<file path="src/rtl/dcache_ctrl.sv">
// rtl/dcache_ctrl.sv - direct-mapped write-through no-write-allocate data cache controller
//
// Purpose: sits in the MEM stage between the pipeline and main memory. Load
// hits complete in the same cycle; load misses and every store run a
// MemReq/MemAck transaction and stall the pipeline through CacheReady.
//
// Ports:
//   CLK, reset              clock, synchronous active-high reset
//   MemReadM, MemWriteM     load / store present in MEM (store wins if both)
//   ALUOutM, WriteDataM     byte address and store data, stable while stalled
//   ReadDataM, CacheReady   load data and access-complete indication
//   MemReq, MemWE, MemAddr,
//   MemWData                memory request, held until MemAck
//   MemRData, MemAck        memory read data and one-cycle completion pulse

module dcache_ctrl #(
  parameter int INDEX_BITS = 6
) (
  input  logic        CLK,
  input  logic        reset,
  input  logic        MemReadM,
  input  logic        MemWriteM,
  input  logic [31:0] ALUOutM,
  input  logic [31:0] WriteDataM,
  output logic [31:0] ReadDataM,
  output logic        CacheReady,
  output logic        MemReq,
  output logic        MemWE,
  output logic [31:0] MemAddr,
  output logic [31:0] MemWData,
  input  logic [31:0] MemRData,
  input  logic        MemAck
);

  localparam int TAG_BITS = 30 - INDEX_BITS;
  localparam int LINES    = 1 << INDEX_BITS;

  typedef enum logic [1:0] {
    S_IDLE    = 2'd0,
    S_RD_WAIT = 2'd1,
    S_WR_WAIT = 2'd2,
    S_DONE    = 2'd3
  } state_t;

  state_t                state_q;
  logic [LINES-1:0]      valid_q;
  logic [TAG_BITS-1:0]   tag_q  [LINES];
  logic [31:0]           data_q [LINES];
  logic [31:0]           fill_q;
  logic                  done_rd_q;
  logic                  req_q;
  logic                  we_q;

  logic [INDEX_BITS-1:0] index;
  logic [TAG_BITS-1:0]   tag;
  logic                  hit;
  logic                  wr_acc;
  logic                  rd_acc;
  logic                  rd_miss;
  logic [1:0]            unused_byte_off;

  assign index           = ALUOutM[INDEX_BITS+1:2];
  assign tag             = ALUOutM[31:INDEX_BITS+2];
  assign unused_byte_off = ALUOutM[1:0];
  assign hit             = valid_q[index] && (tag_q[index] == tag);

  // A store always takes priority when both strobes are (illegally) high.
  assign wr_acc  = MemWriteM;
  assign rd_acc  = MemReadM & ~MemWriteM;
  assign rd_miss = rd_acc & ~hit;

  // Control FSM; request outputs are registered so they rise on the first
  // wait-state cycle and drop on the edge that consumes MemAck.
  always_ff @(posedge CLK) begin
    if (reset) begin
      state_q   <= S_IDLE;
      valid_q   <= '0;
      fill_q    <= '0;
      done_rd_q <= 1'b0;
      req_q     <= 1'b0;
      we_q      <= 1'b0;
    end else begin
      case (state_q)
        S_IDLE: begin
          if (wr_acc) begin
            state_q <= S_WR_WAIT;
            req_q   <= 1'b1;
            we_q    <= 1'b1;
          end else if (rd_miss) begin
            state_q <= S_RD_WAIT;
            req_q   <= 1'b1;
            we_q    <= 1'b0;
          end
        end
        S_RD_WAIT: begin
          if (MemAck) begin
            valid_q[index] <= 1'b1;
            fill_q         <= MemRData;
            done_rd_q      <= 1'b1;
            req_q          <= 1'b0;
            state_q        <= S_DONE;
          end
        end
        S_WR_WAIT: begin
          if (MemAck) begin
            done_rd_q <= 1'b0;
            req_q     <= 1'b0;
            we_q      <= 1'b0;
            state_q   <= S_DONE;
          end
        end
        S_DONE: begin
          state_q <= S_IDLE;
        end
        default: begin
          state_q <= S_IDLE;
        end
      endcase
    end
  end

  // Tag/data arrays carry no reset; the valid bits alone qualify them.
  // A store updates the line only if it is resident (no write-allocate).
  always_ff @(posedge CLK) begin
    if (!reset && MemAck) begin
      if (state_q == S_RD_WAIT) begin
        tag_q[index]  <= tag;
        data_q[index] <= MemRData;
      end else if (state_q == S_WR_WAIT && hit) begin
        data_q[index] <= WriteDataM;
      end
    end
  end

  // CacheReady must be combinational so a load hit completes with no stall.
  always_comb begin
    CacheReady = 1'b0;
    ReadDataM  = '0;
    if (reset) begin
      CacheReady = 1'b1;
    end else begin
      case (state_q)
        S_IDLE: begin
          CacheReady = ~(wr_acc | rd_miss);
          if (rd_acc && hit) begin
            ReadDataM = data_q[index];
          end
        end
        S_DONE: begin
          CacheReady = 1'b1;
          if (done_rd_q) begin
            ReadDataM = fill_q;
          end
        end
        default: begin
          CacheReady = 1'b0;
        end
      endcase
    end
  end

  assign MemReq   = req_q & ~reset;
  assign MemWE    = we_q & MemReq;
  assign MemAddr  = {ALUOutM[31:2], 2'b00};
  assign MemWData = WriteDataM;

endmodule

</file>
<file path="config.mk">
export PLATFORM = sky130hd
export DESIGN_NAME = dcache_ctrl
export DESIGN_NICKNAME = d
export VERILOG_FILES = /design/src/rtl/dcache_ctrl.sv
export SDC_FILE = /design/constraint.sdc
export NUM_CORES = 2
export LEC_CHECK = 0
export BUFFER_PORTS_ARGS = -buffer_cell sky130_fd_sc_hd__clkbuf_2
export CORE_MARGIN = 8
export CORE_UTILIZATION = 56
export CTS_CLUSTER_DIAMETER = 150
export DETAILED_ROUTE_END_ITERATION = 6
export PLACE_DENSITY = 0.75
export SKIP_CTS_REPAIR_TIMING = 1
export SLEW_MARGIN = 15
export SYNTH_ARGS = -nofsm -noshare
export SYNTH_HDL_FRONTEND = slang
export SYNTH_SLANG_ARGS = --single-unit
</file>
<file path="constraint.sdc">
create_clock -name CLK -period 5.5 [get_ports CLK]
set_clock_uncertainty 0.1 [all_clocks]
set_input_delay 0 -clock CLK [delete_from_list [all_inputs] [get_ports CLK]]
set_output_delay 0 -clock CLK [all_outputs]
set_load 0.1 [all_outputs]
</file>
==> run metrics <==
status=finished with violations; failing checks=design-rule violations, negative hold slack, negative setup slack; synth top area cells=edfxtp_1 (76%), mux4_2 (3.3%), o22ai_1 (3.2%), mux2i_1 (2.5%), mux2_2 (1.8%); Clk Latency, worst-skew pair=roughly 0.98 ns; final hold vios=1; GRT Total Usage=33.52%; Pint=0.04527 W; # port buffers=between 150 and 200; clock root buffer=clkbuf_16; H-tree levels=5; Via density=between 7 and 8; register-to-register setup slack=0.55 ns; Tcrit/Tclk final=103.5%; Area Growth Syn to Fin=16.92%; area leader, netlist=edfxtp_1; share of layout cells above drive strength 1=22.02%; Ports=200; via count=89130; HP Class=in2reg; Yosys warnings=0; Flop pwr share=52.8%; Logic pwr share=7.3%; CP peak stage delay=0.63 ns; worst setup margin=-0.1899 ns; Detailed Place HPWL=279300 µm; Post-DRT Antenna Nets=0; core box area=250900 µm²; f_max=0.1757 GHz; routed wire length=approximately 470000 µm; die area=between 200000 and 300000 µm²; maximum VDD drop=0.3889 mV; critical path depth=15; ys async rst share=0%; slowest cell on the critical path=a2111oi_0; WS Path Type=in2out; Setup Viol. Count Final=28; Main synth FF type=edfxtp_1; area share of the largest cell type after synthesis=76.28%; # clock sinks=3685; multiplexer share of the synthesized area=just under 8%; WL per Instance=approximately 39 µm; Simple-Gate Fraction of Synth Area=2.639%; cells after synthesis=7890; Worst Path Required=5.40 ns; CTS buffer count=358; Yosys reg bits=3685; delay-heaviest family, CP=buffers and inverters; power density cells=354.9 nW/µm²; Power Total=0.05854 W; routability cong.=0.9416; number of global-route vias before repair=85270; crit start category=input port; worst-margin pin slew=between 1 and 1.5 ns; synthesized area=around 140000 µm²; first-pass GRT wire length=642000 µm; register area share after synthesis=77.71%; Site Rows=184; drt pass-1 iters=6; min Tclk post-route=approximately 5.7 ns; Hold Crit Depth=6; Rel. slew slack=12.79%; met1 usage in global routing=just over 40%; Synth cell types=84; Critical Path AT=around 5.6 ns; initial cell density of the core=56.23%; max-slew violations=0; crit path max fanout=32; Post-Synth XOR/XNOR Area=less than 1%; Switch Pwr=0.01327 W; Switching Fraction=22.66%; setup_tns=-1.894 ns; largest net degree at the start of global routing=109; crit path buf inv count=8; Fin Hold WS=-0.01523 ns; Synth Area in Compound Gates=9.167%; initial antenna violation count=22; worst reg2reg path depth=13; Leakage=52.82 nW; largest family of logic cells by synthesized area=compound AO/OA/AOI/OAI gates; detailed router's first-iteration violation count=16130; grt ovf=0; Residual DRC=17; average cell area after synthesis=17.88 µm²; Crit path top cell by count=buf_4; CTS tree=built; final core occ=around 66%; clock share of power=39.9%; Critical Path End Type=output port; EDFF count, synth=about 3600; met2 usage=49.93%; clk buf depth=4; layer with the highest usage=met2; Total Nets Final=8769; met3 Usage GRT=about a tenth; die extent in x=518.0 µm; die extent in y=518.0 µm; post-synthesis adder-cell area fraction=0.03547%; DP Worst Slack=0.002199 ns; CP cell instances=dlygate4sd3_1 -> buf_4 -> buf_12 -> nor3b_2 -> buf_4 -> buf_4 -> a2111oi_0 -> nand3_1 -> nor4_1 -> and4_1 -> buf_4 -> nand4_1 -> buf_12 -> o21ai_0 -> buf_12; Max Cap Violations=0; clock transition at the registers of the reported paths=0.05 ns
## kinds of logic (layout without fill, tap and decap cells)
group | count (synthesis) | count (layout)
AO/OA/AOI/OAI | 1868 | 1868
XOR/XNOR | 21 | 21
adder cells (fa/ha/maj) | 4 | 4
buffers and inverters | 697 | 1735
flip-flops | 3685 | 3685
multiplexers | 818 | 818
other | 1 | 22
AND/OR/NAND/NOR | 796 | 796
## metrics by stage
| stage | instances | area, µm² |
|---|---|---|
| final | 12300 | 165000 |
| after global routing | 12280 | 164900 |
| after CTS | 12090 | 163000 |
| after detailed placement | 11460 | 152100 |
| after global placement | 11460 | 152100 |
| after floorplan | 7891 | 141100 |
## tightest hold or removal path, delay by kind of cell
kind                   cells  cell delay, ns
buffers and inverters      3            0.72
AO/OA/AOI/OAI              2            0.21
AND/OR/NAND/NOR            1            0.06
## worst paths after layout
kind | startpoint | endpoint
worst max-delay path | ALUOutM[7] | ReadDataM[9]
worst min-delay path | MemWriteM | state_q[0]
worst max register to register | tag_q[36][13] | data_q[39][13]
worst min register to register | valid_q[49] | valid_q[49]
## flip-flops by register name (all words and copies together) (netlist names)
signal and flops:
fill_q 32, valid_q 64, state_q 2, we_q 1, done_rd_q 1, req_q 1
data_q 2048, tag_q 1536
## routing by layer
metal / vias to the layer above / part of all wire, %
li1: 33960 / -
met1: 43980 / 31
met2: 9103 / 44
met3: 2078 / 15
met4: 12 / 10
met5: - / 0.018
## power by group through the flow
| stage | clock network [W] | logic, W | registers [W] |
|---|---|---|---|
| 6_report | 0.0234 | 0.00426 | 0.0309 |
| 5_1_grt | 0.0244 | 0.00427 | 0.0309 |
| 4_1_cts | 0.0233 | 0.00389 | 0.0309 |
| 3_5_place_dp | 0 | 0.00386 | 0.0315 |
| 3_3_place_gp | 0 | 0.00377 | 0.0315 |
| 2_1_floorplan | 0 | 0.00197 | 0.0315 |
## layout make-up
class                      instances  area, µm²
antenna                           20      50.05
fill                           15660      85980
clock inverter                   168       1316
timing repair buffer            1034      10650
sequential                      3685     109600
inverter                          76      299.0
clock buffer                     457       9543
multi-input combinational       3509      29270
tap                             3348       4189
## cells in the final DEF, fill, tap and decap left out, types with 24 or more instances in the layout
master	synthesis	routed
a211oi_1	50	26
a211oi_4	0	64
a21oi_1	234	234
a221o_1	24	24
a221oi_1	143	143
a22oi_1	153	152
buf_12	0	222
buf_4	116	461
clkbuf_1	235	89
clkbuf_16	0	368
clkbuf_2	0	155
clkinv_1	3	88
clkinv_2	0	47
dfxtp_1	101	101
dlygate4sd3_1	0	192
edfxtp_1	3584	3584
inv_1	71	70
mux2_2	228	260
mux2i_1	349	349
mux4_2	209	209
nand2_1	223	210
nand3_1	72	70
nor2_1	270	204
nor2_2	1	24
nor2_4	0	43
nor3_1	53	52
nor4_1	61	57
o21ai_0	166	165
o221ai_1	146	146
o22a_1	56	56
o22ai_1	711	711
## synth_stat cells, types with 21 or more instances
master and instances:
a211oi_1 50, a211oi_2 40, a21oi_1 234, a221o_1 24, a221oi_1 143, a22o_1 21
a22oi_1 153, a31oi_1 21, buf_1 80, buf_2 168, buf_4 116, buf_6 22
clkbuf_1 235, dfxtp_1 101, edfxtp_1 3584, inv_1 71, mux2_1 32, mux2_2 228
mux2i_1 349, mux4_2 209, nand2_1 223, nand3_1 72, nor2_1 270, nor3_1 53
nor4_1 61, o21ai_0 166, o221ai_1 146, o22a_1 56, o22ai_1 711
(Power assumes the default switching activity.)
